--- config.mk ---
export PLATFORM = sky130hd
export DESIGN_NAME = if_fetch
export DESIGN_NICKNAME = d
export VERILOG_FILES = /design/src/rtl/if_fetch_pkg.sv /design/src/rtl/if_fetch_icache.sv /design/src/rtl/if_fetch.sv
export SDC_FILE = /design/constraint.sdc
export NUM_CORES = 1
export LEC_CHECK = 0
export BUFFER_PORTS_ARGS = -buffer_cell sky130_fd_sc_hd__buf_2
export CORE_MARGIN = 8
export CORE_UTILIZATION = 30
export CTS_CLUSTER_DIAMETER = 60
export DETAILED_ROUTE_END_ITERATION = 8
export HOLD_SLACK_MARGIN = 0.1
export PLACE_DENSITY = 0.61
export SYNTH_ARGS = -nofsm -noshare
export SYNTH_HDL_FRONTEND = slang
export SYNTH_SLANG_ARGS = --single-unit
--- constraint.sdc ---
create_clock -name clk -period 3.4 [get_ports clk]
set_input_delay 0.85 -clock clk [delete_from_list [all_inputs] [get_ports clk]]
set_output_delay 0.85 -clock clk [all_outputs]
set_load 0.01 [all_outputs]
--- src/rtl/if_fetch_pkg.sv ---
//============================================================================
// Module : if_fetch_pkg
// Brief  : Shared bus widths and FSM state encoding for the fetch stage.
// Rev    : 1.0  initial release
//============================================================================
`default_nettype none

package if_fetch_pkg;

    localparam int INST_ADDR_W = 32;
    localparam int INST_W      = 32;

    typedef enum logic [0:0] {
        IF_FETCH = 1'b0,
        IF_HOLD  = 1'b1
    } if_state_e;

endpackage

`default_nettype wire

--- src/rtl/if_fetch_icache.sv ---
//============================================================================
// Module : if_icache
// Brief  : Direct-mapped one-word-per-line instruction cache, combinational
//          lookup and single write port for line fill.
// Rev    : 1.0  initial release
//============================================================================
`default_nettype none

module if_icache
    import if_fetch_pkg::*;
#(
    parameter int LINES = 128
) (
    input  logic                   clk,
    input  logic                   rst_n,
    input  logic [INST_ADDR_W-1:0] lookup_pc,
    output logic                   hit,
    output logic [INST_W-1:0]      word,
    input  logic                   fill_en,
    input  logic [INST_ADDR_W-1:0] fill_pc,
    input  logic [INST_W-1:0]      fill_word
);

    localparam int IDX_W = $clog2(LINES);
    // pc[1:0] is kept in the tag so an unaligned pc can never alias an aligned line.
    localparam int TAG_W = INST_ADDR_W - IDX_W;

    logic [LINES-1:0]  line_valid;
    logic [TAG_W-1:0]  tags  [LINES];
    logic [INST_W-1:0] words [LINES];

    logic [IDX_W-1:0] rd_idx;
    logic [IDX_W-1:0] wr_idx;
    logic [TAG_W-1:0] rd_tag;
    logic [TAG_W-1:0] wr_tag;

    assign rd_idx = lookup_pc[2 +: IDX_W];
    assign wr_idx = fill_pc[2 +: IDX_W];
    assign rd_tag = {lookup_pc[INST_ADDR_W-1:2+IDX_W], lookup_pc[1:0]};
    assign wr_tag = {fill_pc[INST_ADDR_W-1:2+IDX_W], fill_pc[1:0]};

    assign hit  = line_valid[rd_idx] && (tags[rd_idx] == rd_tag);
    assign word = words[rd_idx];

    always_ff @(posedge clk or negedge rst_n) begin
        if (!rst_n) begin
            line_valid <= '0;
        end else if (fill_en) begin
            line_valid[wr_idx] <= 1'b1;
        end
    end

    always_ff @(posedge clk) begin
        if (fill_en) begin
            tags[wr_idx]  <= wr_tag;
            words[wr_idx] <= fill_word;
        end
    end

endmodule

`default_nettype wire

--- src/rtl/if_fetch.sv ---
//============================================================================
// Module : if_fetch
// Brief  : Instruction fetch stage: PC, byte-wise word assembly, IF/ID outputs.
//          Optional direct-mapped I-cache enabled by macro IF_ICACHE_EN.
// Rev    : 1.0  initial release
//============================================================================
`default_nettype none

module if_fetch
    import if_fetch_pkg::*;
#(
    parameter logic [INST_ADDR_W-1:0] RESET_PC     = 32'h0,
    parameter int                     ICACHE_LINES = 128
) (
    input  logic                   clk,
    input  logic                   rst_n,
    input  logic                   stall_i,
    input  logic                   br_flush_i,
    input  logic [INST_ADDR_W-1:0] br_addr_i,
    output logic                   mem_req_o,
    output logic [INST_ADDR_W-1:0] mem_addr_o,
    input  logic                   mem_ack_i,
    input  logic [7:0]             mem_data_i,
    output logic                   valid_o,
    output logic [INST_ADDR_W-1:0] pc_o,
    output logic [INST_ADDR_W-1:0] npc_o,
    output logic [INST_W-1:0]      inst_o,
    output logic [INST_ADDR_W-1:0] pred_o
);

    if ((ICACHE_LINES < 2) || ((ICACHE_LINES & (ICACHE_LINES - 1)) != 0)) begin : g_lines_check
        $error("ICACHE_LINES must be a power of two");
    end

    if_state_e              state, state_next;
    logic [INST_ADDR_W-1:0] pc;
    logic [1:0]             byte_cnt;
    logic [7:0]             lane0, lane1, lane2;
    // Holds mem_req_o low for the cycle after reset release or a redirect.
    logic                   req_block;
    logic                   hit;
    logic [INST_W-1:0]      cache_word;
    logic [INST_W-1:0]      word_asm;
    logic                   take_byte, take_hit, last_byte;

    assign word_asm = {mem_data_i, lane2, lane1, lane0};
    assign pred_o   = npc_o;

`ifdef IF_ICACHE_EN
    logic fill_en;
    assign fill_en = last_byte && !br_flush_i;

    if_icache #(
        .LINES (ICACHE_LINES)
    ) u_icache (
        .clk       (clk),
        .rst_n     (rst_n),
        .lookup_pc (pc),
        .hit       (hit),
        .word      (cache_word),
        .fill_en   (fill_en),
        .fill_pc   (pc),
        .fill_word (word_asm)
    );
`else
    assign hit        = 1'b0;
    assign cache_word = '0;
`endif

    always_ff @(posedge clk or negedge rst_n) begin
        if (!rst_n) state <= IF_FETCH;
        else        state <= state_next;
    end

    always_comb begin
        state_next = state;
        mem_req_o  = 1'b0;
        mem_addr_o = '0;
        take_byte  = 1'b0;
        take_hit   = 1'b0;
        last_byte  = 1'b0;
        if (state == IF_FETCH && !req_block) begin
            if (hit) begin
                take_hit = 1'b1;
            end else begin
                mem_req_o  = 1'b1;
                mem_addr_o = pc + {30'd0, byte_cnt};
                take_byte  = mem_ack_i;
            end
        end
        last_byte = take_byte && (byte_cnt == 2'd3);
        case (state)
            IF_FETCH: if (take_hit || last_byte) state_next = IF_HOLD;
            IF_HOLD:  if (!stall_i) state_next = IF_FETCH;
            default:  state_next = IF_FETCH;
        endcase
        if (br_flush_i) state_next = IF_FETCH;
    end

    always_ff @(posedge clk or negedge rst_n) begin
        if (!rst_n) begin
            pc        <= RESET_PC;
            byte_cnt  <= 2'd0;
            lane0     <= 8'd0;
            lane1     <= 8'd0;
            lane2     <= 8'd0;
            req_block <= 1'b1;
            valid_o   <= 1'b0;
            pc_o      <= '0;
            npc_o     <= '0;
            inst_o    <= '0;
        end else begin
            req_block <= 1'b0;
            if (br_flush_i) begin
                pc        <= br_addr_i;
                byte_cnt  <= 2'd0;
                req_block <= 1'b1;
                valid_o   <= 1'b0;
                inst_o    <= '0;
            end else if (take_hit || last_byte) begin
                valid_o  <= 1'b1;
                inst_o   <= take_hit ? cache_word : word_asm;
                pc_o     <= pc;
                npc_o    <= pc + 32'd4;
                pc       <= pc + 32'd4;
                byte_cnt <= 2'd0;
            end else if (take_byte) begin
                case (byte_cnt)
                    2'd0:    lane0 <= mem_data_i;
                    2'd1:    lane1 <= mem_data_i;
                    default: lane2 <= mem_data_i;
                endcase
                byte_cnt <= byte_cnt + 2'd1;
            end else if (state == IF_HOLD && !stall_i) begin
                valid_o <= 1'b0;
                inst_o  <= '0;
            end
        end
    end

endmodule

`default_nettype wire

Word-level counts from Yosys, hierarchy flattened
Cells that the tools add are included.
W data, S select, Z words.
{ "word_totals": {"ff_bits": 157, "out_inout_bits": 162, "elab_cells": 57} }
{ "classes": {"n_addsub": 3, "eq_ne": 3, "n_mux": 21, "n_bitwise": 4, "reduce_logical": 15} }
{ "ops": {"columns": ["op", "n"], "rows": [
  ["$mux W32", 7],
  ["$add A32 B2 Y32", 1],
  ["$add A32 B3 Y32 const B", 1],
  ["$reduce_and A4 Y1", 3],
  ["$mux W1", 10],
  ["$mux W2", 3],
  ["$reduce_bool A3 Y1", 2],
  ["$not A1 Y1", 4],
  ["$reduce_and A2 Y1", 2],
  ["$logic_and A1 B1 Y1", 3],
  ["$ne A3 B2 Y1 const B", 1],
  ["$add A2 B1 Y2 const B", 1],
  ["$eq A2 B1 Y1 const B", 1],
  ["$eq A2 B2 Y1 const B", 1],
  ["$logic_not A1 Y1", 2],
  ["$logic_not A2 Y1", 1],
  ["$pmux W1 S2", 1],
  ["$reduce_bool A2 Y1", 1],
  ["$reduce_or A2 Y1", 1]
]} }

Depth between registers and ports, before layout
Gate-level depths: netlist of the first run.
{ "depth": {"ltp_word": 7, "ltp_mapped": 8, "mapped_depth_nobuf": 7} }

Worst setup path before layout of the first run
OpenSTA, ideal clock, no wires.
{ "synth_path": {"path_type": "register to output", "startpoint": "reg byte_cnt[0]", "endpoint": "out mem_addr_o[24]", "arrival_ps": 1988, "path_slack_ps": 562, "stages_incl_launch_ff": 9, "path_buffers": 1, "path_cell_list": "dfrtp_1 -> ha_1 -> fa_1 -> clkbuf_1 -> inv_1 -> nor4_4 -> nand4_1 -> xor2_1 -> nor2_1"} }
{ "synth_between": {"elab_chain_cells": 2} }
{ "synth_lines": {"columns": ["item", "line", "source"], "rows": [
  ["start, declared", "if_fetch.sv:37", "logic [1:0] byte_cnt;"],
  ["start signal, assigned", "if_fetch.sv:133", "byte_cnt <= byte_cnt + 2'd1;"],
  ["$add A32 B2 Y32", "if_fetch.sv:87", "mem_addr_o = pc + {30'd0, byte_cnt};"],
  ["$mux W32", "if_fetch.sv:82", "if (state == IF_FETCH && !req_block) begin"],
  ["end, declared", "if_fetch.sv:21", "output logic [INST_ADDR_W-1:0] mem_addr_o,"]
]} }
No other way between the ends.

Worst setup path in the final report of the first run
{ "layout_path": {"startpoint": "reg pc[5]", "endpoint": "out mem_addr_o[29]"} }
{ "layout_between": {"elab_chain_cells": 2} }
{ "layout_lines": {"columns": ["item", "line", "source"], "rows": [
  ["start, declared", "if_fetch.sv:36", "logic [INST_ADDR_W-1:0] pc;"],
  ["start signal, assigned", "if_fetch.sv:115", "pc <= br_addr_i;"],
  ["start signal, assigned", "if_fetch.sv:125", "pc <= pc + 32'd4;"],
  ["$add A32 B2 Y32", "if_fetch.sv:87", null],
  ["$mux W32", "if_fetch.sv:82", null]
]} }
No other way between the ends.

==> flow_summary_export.csv, run 1 <==
group,metric,value,unit
status,status,"completed",
timing,rsz0062_at_grt,"false",
clock_network,hold_buffers,0,
synth,synthArstFlopShare,100,%
critical_path,timing.rr.start,"byte_cnt[1]",
synth,ys_warn_count,0,
final_layout,nFillCells,2625,
synth,synth_edf_count,0,
global_routing,grt.overflow.total,0,
timing,slew_headroom,35.6,%
pwr,p_sw_share,29.7,%
critical_path,cp_max_fo,10,
detailed_routing,num_vias,6177,
clock_network,cts_buffer_depth,2,
clock_network,cts_htree_levels,4,
final_layout,layout.nets,1013,
detailed_routing,drc,0,
pwr,p_int,3.23,mW
timing,setup-tns-final,0,ns
global_routing,grt_util_all_layers,15.0,%
timing,min_period_over_period,95.0,%
synth,syn_nets,861,
floorplan,fp.dieW,177,um
synth,synth_area,0.00779,sq mm
detailed_routing,wl,23300,um
detailed_routing,initialDrtViolationCount,384,
placed_design,portBuffers,206,
timing,max_freq,309,MHz
final_layout,area_delta_synth_final,22.4,%
run,maxCapViolations,0,
synth,synthFlopType,"dfrtp_1",
pwr,ir_worst_vdd,0.288,mV
global_routing,busiest_layer,"met2",
synth,ys_ff_latch,155,
final_layout,seq_area,0.00388,sq mm
global_routing,met2_usage,23.7,%
timing,maxSlewViolCount,0,
placed_design,gp_congestion,0.782,
synth,ys_types,46,
pwr,clockPowerShare,42.4,%
critical_path,crit_type,"reg -> out",
global_routing,use_met3,3.97,%
floorplan,start_util,30.2,%
critical_path,r2r_end,"pc[30]",
final_layout,multi_input_area,0.00333,sq mm
detailed_routing,routedWlPerCell,17.8,um
critical_path,start_kind,"flip-flop",
synth,synth_cells,809,
clock_network,cts_tree,"done",
floorplan,rows,59,
global_routing,met1_usage,19.9,%
clock_network,clock-sinks,155,
clock_network,clock_latency,0.42,ns
clock_network,root_buffer,"clkbuf_16",
timing,min_period,3.23,ns
placed_design,dpl.hpwl,16900,um
pwr,finalPower,4.60,mW
synth,syn_area_per_cell,9.63,sq um
clock_network,cts_buffers,17,
detailed_routing,first_pass_iters,4,
timing,worstMarginPinSlew,0.966,ns
worst_hold_path,hold_class,"in -> async",
floorplan,core_area,0.0258,sq mm
timing,worst_clock_skew,0.00754,ns
final_layout,diodes,0,
critical_path,endpoint_kind,"output port",
detailed_routing,via_per_inst,4.72,
clock_network,path_clk_slew,0.07,ns
floorplan,die_y,177,um
synth,yosysSeqAreaShare,49.8,%
timing,setup_violations,0,
final_layout,drive_gt1_share,32.5,%
pwr,leakage,4.75,nW
critical_path,crit_start,"pc[5]",
global_routing,grt_start_max_net_pins,96,
pwr,p_comb_share,11.3,%
global_routing,antenna_found_initial,1,
critical_path,r2r_cells,5,
detailed_routing,antenna_left,0,
pwr,switchingPower,1.36,mW
pwr,p_seq_share,46.4,%
floorplan,io_pins,207,
critical_path,crit_arrival,2.38,ns
global_routing,grt_pass1_wl,36800,um
pwr,power_density,482,mW/mm^2
timing,final_hold_viol_count,0,
floorplan,die_area,0.0314,sq mm
critical_path,rrSetupSlack,1.01,ns
critical_path,required,2.55,ns
global_routing,grt_pass1_vias,6456,
## flip-flops by register name, summed over array words and instances, names as in the netlist, 2 cells and up
register  count
inst_o       32
pc           32
pc_o         32
npc_o        30
lane0         8
lane1         8
lane2         8
byte_cnt      2
## power by group through the flow
stage | Sequential [mW] | Combinational [mW] | Clock [mW]
6_report | 2.13 | 0.519 | 1.95
5_1_grt | 2.16 | 0.579 | 2.06
4_1_cts | 2.13 | 0.532 | 1.99
3_5_place_dp | 2.17 | 0.528 | 0
3_3_place_gp | 2.16 | 0.522 | 0
2_1_floorplan | 2.10 | 0.378 | 0
## metrics by stage
| stage | util [%] | hold WS (ns) | cells | instance area [sq um] | setup slack [ns] |
|---|---|---|---|---|---|
| 2_1_floorplan | - | 0.460 | 809 | 7790 | 0.562 |
| 3_3_place_gp | 34.4 | 0.455 | 1271 | 8870 | 0.422 |
| 3_5_place_dp | 34.4 | 0.458 | 1271 | 8870 | 0.429 |
| 4_1_cts | 36.9 | 0.476 | 1305 | 9500 | 0.00731 |
| 5_1_grt | 37.0 | 0.495 | 1309 | 9540 | 0.00934 |
| 6_report | 37.0 | 0.438 | 1309 | 9540 | 0.168 |
## metal layers
metal	wire length, um	up-vias
li1	-	2953
met1	10600	2989
met2	10800	206
met4	394	2
met3	1500	27
met5	9	-
## timing repair
action,4_1_cts,5_1_grt
gates resized for setup,0,2
buffers inserted,2,4
pin swaps,2,2
endpoints found under the setup margin,7,11
## layout by cell type, fill, tap and decap left out, types with 3 or more instances in the layout
| cell | n |
|---|---|
| nand2_1 | 184 |
| and3_1 | 3 |
| nor4_4 | 3 |
| clkinv_8 | 7 |
| buf_4 | 26 |
| inv_8 | 5 |
| clkbuf_16 | 17 |
| nand2_2 | 3 |
| and2_1 | 4 |
| nor3_1 | 4 |
| a21oi_1 | 5 |
| mux2_2 | 27 |
| o21ai_0 | 54 |
| inv_1 | 6 |
| o21ai_1 | 7 |
| ha_1 | 6 |
| xor2_1 | 59 |
| a22o_1 | 32 |
| buf_2 | 205 |
| xnor2_1 | 27 |
| nand4_1 | 23 |
| nor2_1 | 48 |
| dfrtp_1 | 152 |
| nand3_1 | 32 |
## kinds of logic after synthesis
kind of cell | share of synthesized area (%)
compound gates | 8.05
xor+xnor | 9.67
fa+ha+maj | 1.22
buf+inv | 7.71
flops | 49.8
mux | 4.03
simple gates | 19.5
## area by class of cell
cell class                 instances  share of cell area [%]
sequential                       155                    40.7
multi-input combinational        547                    35.0
timing repair buffer             233                    13.1
clock buffer                      17                    4.46
tap                              335                    4.40
clock inverter                    15                    2.06
inverter                           7                   0.276
## worst max path at each step
stage                                end  slack (ns)  cells past startpoint
after global routing      mem_addr_o[24]       0.009                      9
after detailed placement  mem_addr_o[30]        0.43                      8
final                     mem_addr_o[29]        0.17                      7
after floorplan           mem_addr_o[24]        0.56                      8
after CTS                 mem_addr_o[18]       0.007                      6
after global placement    mem_addr_o[24]        0.42                      8
## synthesized netlist by cell type (2+ instances only)
cell      number  share of area [%]
and3_1         3               0.24
nand3_2        2               0.26
nand3_1       32                2.1
or3_1          2               0.16
dfrtp_1      154                 49
clkbuf_2       2               0.13
and2_1         4               0.32
nand4_1       23                1.8
o21ai_1        7               0.45
ha_1           6               0.96
nor4_4         3               0.82
xnor2_1       27                3.0
buf_4         42                4.0
a22o_1        32                3.6
nand2_2        3               0.24
nand2b_1       2               0.16
nor2b_1        2               0.16
clkbuf_1      34                1.6
nor2_1        49                2.4
o21ai_0       54                3.5
nor3_1         4               0.26
buf_2         19                1.2
inv_1          6               0.29
buf_6          2               0.29
nor3_2         3               0.39
xor2_1        59                6.6
mux2_2        27                3.9
nand2_1      184                8.9
a21oi_1        5               0.32
## critical path: stages, from the launching register on
cell     delay [ns]
dfrtp_1        0.55
nand4_4        0.27
nor2_1         0.29
buf_4          0.24
nand4_1        0.12
xnor2_1        0.15
nor2_1         0.16
buf_2          0.17
Power figures use the tool's default switching activity.
==> run 2, diff against run 1 <==
--- a/config.mk
+++ b/config.mk
@@ -7,11 +7,12 @@
 export LEC_CHECK = 0
 export BUFFER_PORTS_ARGS = -buffer_cell sky130_fd_sc_hd__buf_2
 export CORE_MARGIN = 8
-export CORE_UTILIZATION = 30
+export CORE_UTILIZATION = 40
 export CTS_CLUSTER_DIAMETER = 60
 export DETAILED_ROUTE_END_ITERATION = 8
 export HOLD_SLACK_MARGIN = 0.1
-export PLACE_DENSITY = 0.61
+export MAX_ROUTING_LAYER = met4
+export PLACE_DENSITY = 0.74
 export SYNTH_ARGS = -nofsm -noshare
 export SYNTH_HDL_FRONTEND = slang
 export SYNTH_SLANG_ARGS = --single-unit
==> run 2 against run 1 <==
Compared with the run above: first-iteration DRC count increased by 1.0%; largest power group unchanged; clock-buffer cell count unchanged; setup slack got worse by 0.015 ns; die area decreased by 23%; flip-flop and latch count unchanged; total power decreased by 1.6%; cell area decreased by 1.6%; clock skew increased by 0.0046 ns; largest cell class unchanged; non-clock buffer count decreased by 9.
==> flow_summary_export.csv, run 2 (same netlist as run 1, synthesis figures left out) <==
group,metric,value,unit
critical_path,r2r_end,"pc[30]",
floorplan,io_pins,207,
final_layout,final_cell_mix,"205 x buf_2, 184 x nand2_1, 149 x dfrtp_1",
clock_network,clock_latency,0.42,ns
pwr,leakage,4.69,nW
global_routing,grt.overflow.total,0,
final_layout,layout.nets,1004,
final_layout,area_delta_synth_final,20.5,%
clock_network,hold_buffers,0,
final_layout,diodes,0,
critical_path,slowest_delay,0.59,ns
final_layout,utilization,48.7,%
critical_path,required,2.55,ns
floorplan,rows,51,
run,maxCapViolations,0,
floorplan,die_area,0.0242,sq mm
critical_path,path_cells,"nand4_4 > nor4_4 > nand4_1 > xor2_1 > nor2_1 > buf_2",
critical_path,cpLargestDelayFamily,"simple AND/OR/NAND/NOR gates",
detailed_routing,wl,21500,um
global_routing,grt_pass1_wl,34600,um
detailed_routing,num_vias,6166,
floorplan,fp.dieW,156,um
global_routing,grt_pass1_vias,6463,
final_layout,nFillCells,1825,
critical_path,cp_max_fo,8,
critical_path,r2r_cells,6,
critical_path,endpoint_kind,"output port",
critical_path,start_kind,"flip-flop",
status,status,"completed",
placed_design,dpl.hpwl,15500,um
critical_path,crit_slowest_cell,"nor4_4",
detailed_routing,routedWlPerCell,17.5,um
clock_network,cts_tree,"done",
timing,slew_headroom,19.1,%
clock_network,path_clk_slew,0.07,ns
timing,max_freq,308,MHz
pwr,power_density,482,mW/mm^2
timing,setup_violations,0,
final_layout,final_common_cell,"buf_2",
global_routing,grt_util_all_layers,18.5,%
global_routing,grt_start_max_net_pins,78,
detailed_routing,antenna_left,0,
placed_design,gp_congestion,0.867,
timing,final_hold_viol_count,0,
timing,worstMarginPinSlew,1.21,ns
timing,setup-tns-final,0,ns
final_layout,drive_gt1_share,32.5,%
floorplan,die_y,156,um
floorplan,core_area,0.0193,sq mm
detailed_routing,drc,0,
clock_network,root_buffer,"clkbuf_16",
critical_path,rrSetupSlack,1.11,ns
detailed_routing,initialDrtViolationCount,388,
detailed_routing,first_pass_iters,4,
timing,rsz0062_at_grt,"false",
critical_path,crit_arrival,2.40,ns
critical_path,timing.rr.start,"pc[6]",
clock_network,cts_htree_levels,4,
timing,min_period,3.25,ns
clock_network,clock-sinks,155,
timing,worst_clock_skew,0.0122,ns
placed_design,portBuffers,206,
timing,timing.hold.ws,0.468,ns
global_routing,antenna_found_initial,0,
critical_path,path_buf_inv,1,
critical_path,crit_type,"reg -> out",
clock_network,cts_buffers,17,
worst_hold_path,hold_class,"in -> async",
pwr,ir_worst_vdd,0.285,mV
detailed_routing,via_per_inst,5.02,
timing,maxSlewViolCount,0,
floorplan,start_util,40.4,%
clock_network,cts_buffer_depth,2,
timing,min_period_over_period,95.5,%
final_layout,reg_top3,"inst_o: 32 flops, pc: 32 flops, pc_o: 32 flops",
==> run 2: cell count changes in the layout (fill, tap and decap cells not counted), moves of 2 or more <==
| cell | change |
|---|---|
| clkinv_8 | -4 |
| buf_12 | +2 |
| inv_6 | +2 |
| dfrtp_1 | -3 |
| buf_4 | -11 |
| clkinv_2 | +2 |
| inv_8 | -3 |
| dfrtp_2 | +3 |
==> run 2: power by group <==
| part | internal (mW) | switching (mW) | leakage (nW) | total [mW] |
|---|---|---|---|---|
| registers | 1.99 | 0.139 | 2.05 | 2.13 |
| logic | 0.233 | 0.280 | 2.36 | 0.513 |
| clock network | 1.04 | 0.837 | 0.287 | 1.88 |
| total | 3.26 | 1.26 | 4.69 | 4.52 |
==> run 2: what timing repair did <==
action                     CTS  global route
pin swaps                    2             0
hold endpoints to repair     0             0
buffers inserted             2             0
resized for setup            0             8
setup endpoints to repair    8            13
==> run 2: worst max path at each step <==
stage	start	slack [ns]	cells after the start	end
6_report	pc[6]	0.15	6	mem_addr_o[18]
2_1_floorplan	byte_cnt[0]	0.56	8	mem_addr_o[24]
5_1_grt	byte_cnt[1]	0.006	7	mem_addr_o[31]
3_3_place_gp	pc[3]	0.37	7	mem_addr_o[18]
4_1_cts	pc[3]	0.003	7	mem_addr_o[18]
3_5_place_dp	pc[3]	0.32	7	mem_addr_o[30]
==> run 2: stage by stage <==
stage | instances | total power [mW] | cell area, sq um | setup WS (ns)
3_3_place_gp | 1196 | 2.67 | 8770 | 0.373
6_report | 1229 | 4.52 | 9390 | 0.153
2_1_floorplan | 809 | 2.48 | 7790 | 0.562
4_1_cts | 1229 | 4.57 | 9370 | 0.00281
5_1_grt | 1229 | 4.71 | 9390 | 0.00598
3_5_place_dp | 1196 | 2.68 | 8770 | 0.323
==> run 2: per-layer routing <==
metal  wire [um]  global-route usage (%)  part of all wire [%]
met1        9520                    22.8                    44
met2       10300                    29.6                    48
met3        1210                    4.16                   5.6
met4         457                    6.47                   2.1
met5           0                       -                     0
==> run 2: cell type report <==
class	count	area (sq um)	area share, %
multi-input cells	547	3340	35.6
clock inverters	14	163	1.73
clock buffers	17	425	4.53
inverters	7	26.3	0.280
flip-flops and latches	155	3890	41.4
well taps	265	332	3.53
repair buffers	224	1210	12.9
==> run 3, diff against run 2 <==
--- a/config.mk
+++ b/config.mk
@@ -6,6 +6,7 @@
 export NUM_CORES = 1
 export LEC_CHECK = 0
 export BUFFER_PORTS_ARGS = -buffer_cell sky130_fd_sc_hd__buf_2
+export CORE_ASPECT_RATIO = 1.5
 export CORE_MARGIN = 8
 export CORE_UTILIZATION = 40
 export CTS_CLUSTER_DIAMETER = 60
==> constraint.sdc (replaced) <==
create_clock -name clk -period 3.4 [get_ports clk]
set_input_delay 0.17 -clock clk [delete_from_list [all_inputs] [get_ports clk]]
set_output_delay 0.17 -clock clk [all_outputs]
set_load 0.01 [all_outputs]
==> run 3 against run 2 <==
Compared with the run above: critical path depth up 1; combinational power increased by 5.7%; via count rose by 2.3%; flip-flop and latch count did not move; setup slack gained 0.29 ns; clock power is 2% higher; clock-buffer cell count unchanged; worst hold slack got worse by 0.13 ns; cell area grew 3.9%; sequential power hardly changed; first-iteration DRC count fell by 18%; fmax is 10% higher.
==> flow_summary_export.csv, run 3 (same netlist as run 1, synthesis figures left out) <==
group,metric,value,unit
detailed_routing,initialDrtViolationCount,317,
final_layout,multi_input_area,0.00333,sq mm
critical_path,required,3.23,ns
placed_design,gp_congestion,0.866,
final_layout,reg_top3,"inst_o: 32 flops, pc: 32 flops, pc_o: 32 flops",
floorplan,fp.dieW,130,um
clock_network,path_clk_slew,0.08,ns
critical_path,path_cells,"ha_1 > nand3_1 > nor4_4 > nand3_1 > xor2_1 > nor2_1 > buf_2",
timing,max_freq,339,MHz
critical_path,endpoint_kind,"output port",
floorplan,start_util,40.7,%
floorplan,rows,62,
global_routing,grt_util_all_layers,19.4,%
final_layout,final_common_cell,"buf_2",
final_layout,area_delta_synth_final,25.1,%
clock_network,cts_buffer_depth,2,
critical_path,rrSetupSlack,0.96,ns
placed_design,place_area,0.00871,sq mm
critical_path,crit_slowest_cell,"nor4_4",
detailed_routing,first_pass_iters,4,
critical_path,path_buf_inv,1,
timing,setup-tns-final,0,ns
global_routing,grt.overflow.total,0,
critical_path,timing.rr.start,"pc[2]",
pwr,finalPower,4.60,mW
timing,setup_violations,0,
pwr,ir_worst_vdd,0.297,mV
run,maxCapViolations,0,
final_layout,seq_area,0.00388,sq mm
clock_network,root_buffer,"clkbuf_16",
clock_network,cts-resized-gates,0,
clock_network,clock_latency,0.43,ns
placed_design,pre_cts_ws,0.967,ns
placed_design,portBuffers,206,
timing,final_hold_viol_count,0,
timing,worst_slack,0.448,ns
global_routing,grt_pass1_vias,6678,
detailed_routing,via_per_inst,5.01,
timing,slew_headroom,20.1,%
floorplan,io_pins,207,
critical_path,slowest_delay,0.57,ns
final_layout,layout.nets,1042,
placed_design,dp.cells,1184,
critical_path,crit_arrival,2.78,ns
final_layout,finalInstanceArea,0.00975,sq mm
floorplan,die_area,0.0243,sq mm
clock_network,cts_buffers,17,
clock_network,post_cts_buffers,0,
critical_path,cpLargestDelayFamily,"simple AND/OR/NAND/NOR gates",
clock_network,cts_htree_levels,4,
clock_network,hold_buffers,43,
pwr,power_density,472,mW/mm^2
floorplan,die_y,187,um
final_layout,layout.cells.non_filler,1259,
critical_path,cp_max_fo,8,
detailed_routing,drc,0,
timing,worst_clock_skew,0.0164,ns
critical_path,start_kind,"flip-flop",
final_layout,drive_gt1_share,30.0,%
timing,worstMarginPinSlew,1.20,ns
final_layout,nFillCells,1790,
timing,maxSlewViolCount,0,
floorplan,core_area,0.0192,sq mm
critical_path,r2r_cells,6,
critical_path,cp_common_cell,"nand3_1",
worst_hold_path,hold_class,"in -> async",
critical_path,crit_type,"reg -> out",
status,status,"completed",
global_routing,grt_start_max_net_pins,96,
final_layout,diodes,0,
timing,rsz0062_at_grt,"false",
global_routing,grt_pass1_wl,35900,um
placed_design,dpl.hpwl,16000,um
critical_path,r2r_end,"pc[28]",
clock_network,clock-sinks,155,
detailed_routing,num_vias,6310,
timing,min_period_over_period,86.8,%
detailed_routing,wl,22500,um
final_layout,final_cell_mix,"205 x buf_2, 184 x nand2_1, 154 x dfrtp_1",
pwr,leakage,4.86,nW
critical_path,cp.depth,7,
clock_network,cts_tree,"done",
detailed_routing,routedWlPerCell,17.9,um
timing,min_period,2.95,ns
global_routing,antenna_found_initial,0,
detailed_routing,antenna_left,0,
==> run 3: cell types whose count changed in the layout (fill, tap and decap cells not counted), moves of 2 or more <==
cell           change
dfrtp_1            +5
inv_8              +2
clkinv_8           +3
dfrtp_2            -5
buf_12             -2
clkinv_2           -2
buf_4              -3
dlygate4sd3_1     +43
==> run 3: layer usage <==
layer	vias up	wire (um)	GRT usage, %
met5	-	0	-
met4	0	839	9.11
met3	50	1130	3.28
met2	209	11300	31.7
met1	3055	9230	22.6
li1	2996	-	-
==> run 3: worst max path at each step <==
| stage | startpoint | slack (ns) | to |
|---|---|---|---|
| detailed placement | pc[2] | 0.97 | mem_addr_o[30] |
| global route | pc[2] | 0.28 | mem_addr_o[24] |
| CTS | pc[2] | 0.49 | mem_addr_o[26] |
| global placement | pc[2] | 1.05 | mem_addr_o[30] |
| floorplan | byte_cnt[0] | 1.24 | mem_addr_o[24] |
| finish | pc[2] | 0.45 | mem_addr_o[26] |
==> run 3: worst reg2reg max path: stages, from the launching register on <==
cell and delay [ns]:
dfrtp_1 0.51, ha_1 0.36, nand3_1 0.31, nor2_1 0.52, nand4_1 0.20, xnor2_1 0.17, mux2_2 0.26
==> run 3: where the power goes <==
part	internal (mW)	total (mW)	switching [mW]
combinational	0.258	0.542	0.284
sequential	1.99	2.14	0.145
clock	1.00	1.92	0.924
==> run 3: layout make-up <==
class | count | area share, %
well taps | 256 | 3.29
inverters | 7 | 0.270
clock buffers | 17 | 4.36
multi-input cells | 547 | 34.2
flip-flops and latches | 155 | 39.8
repair buffers | 262 | 16.2
clock inverters | 15 | 1.91
==> run 3: metrics by stage <==
stage	hold WS, ns	util (%)
floorplan	-0.126	-
global placement	0.275	45.4
detailed placement	0.277	45.4
CTS	0.318	50.9
global route	0.363	50.9
finish	0.336	50.9
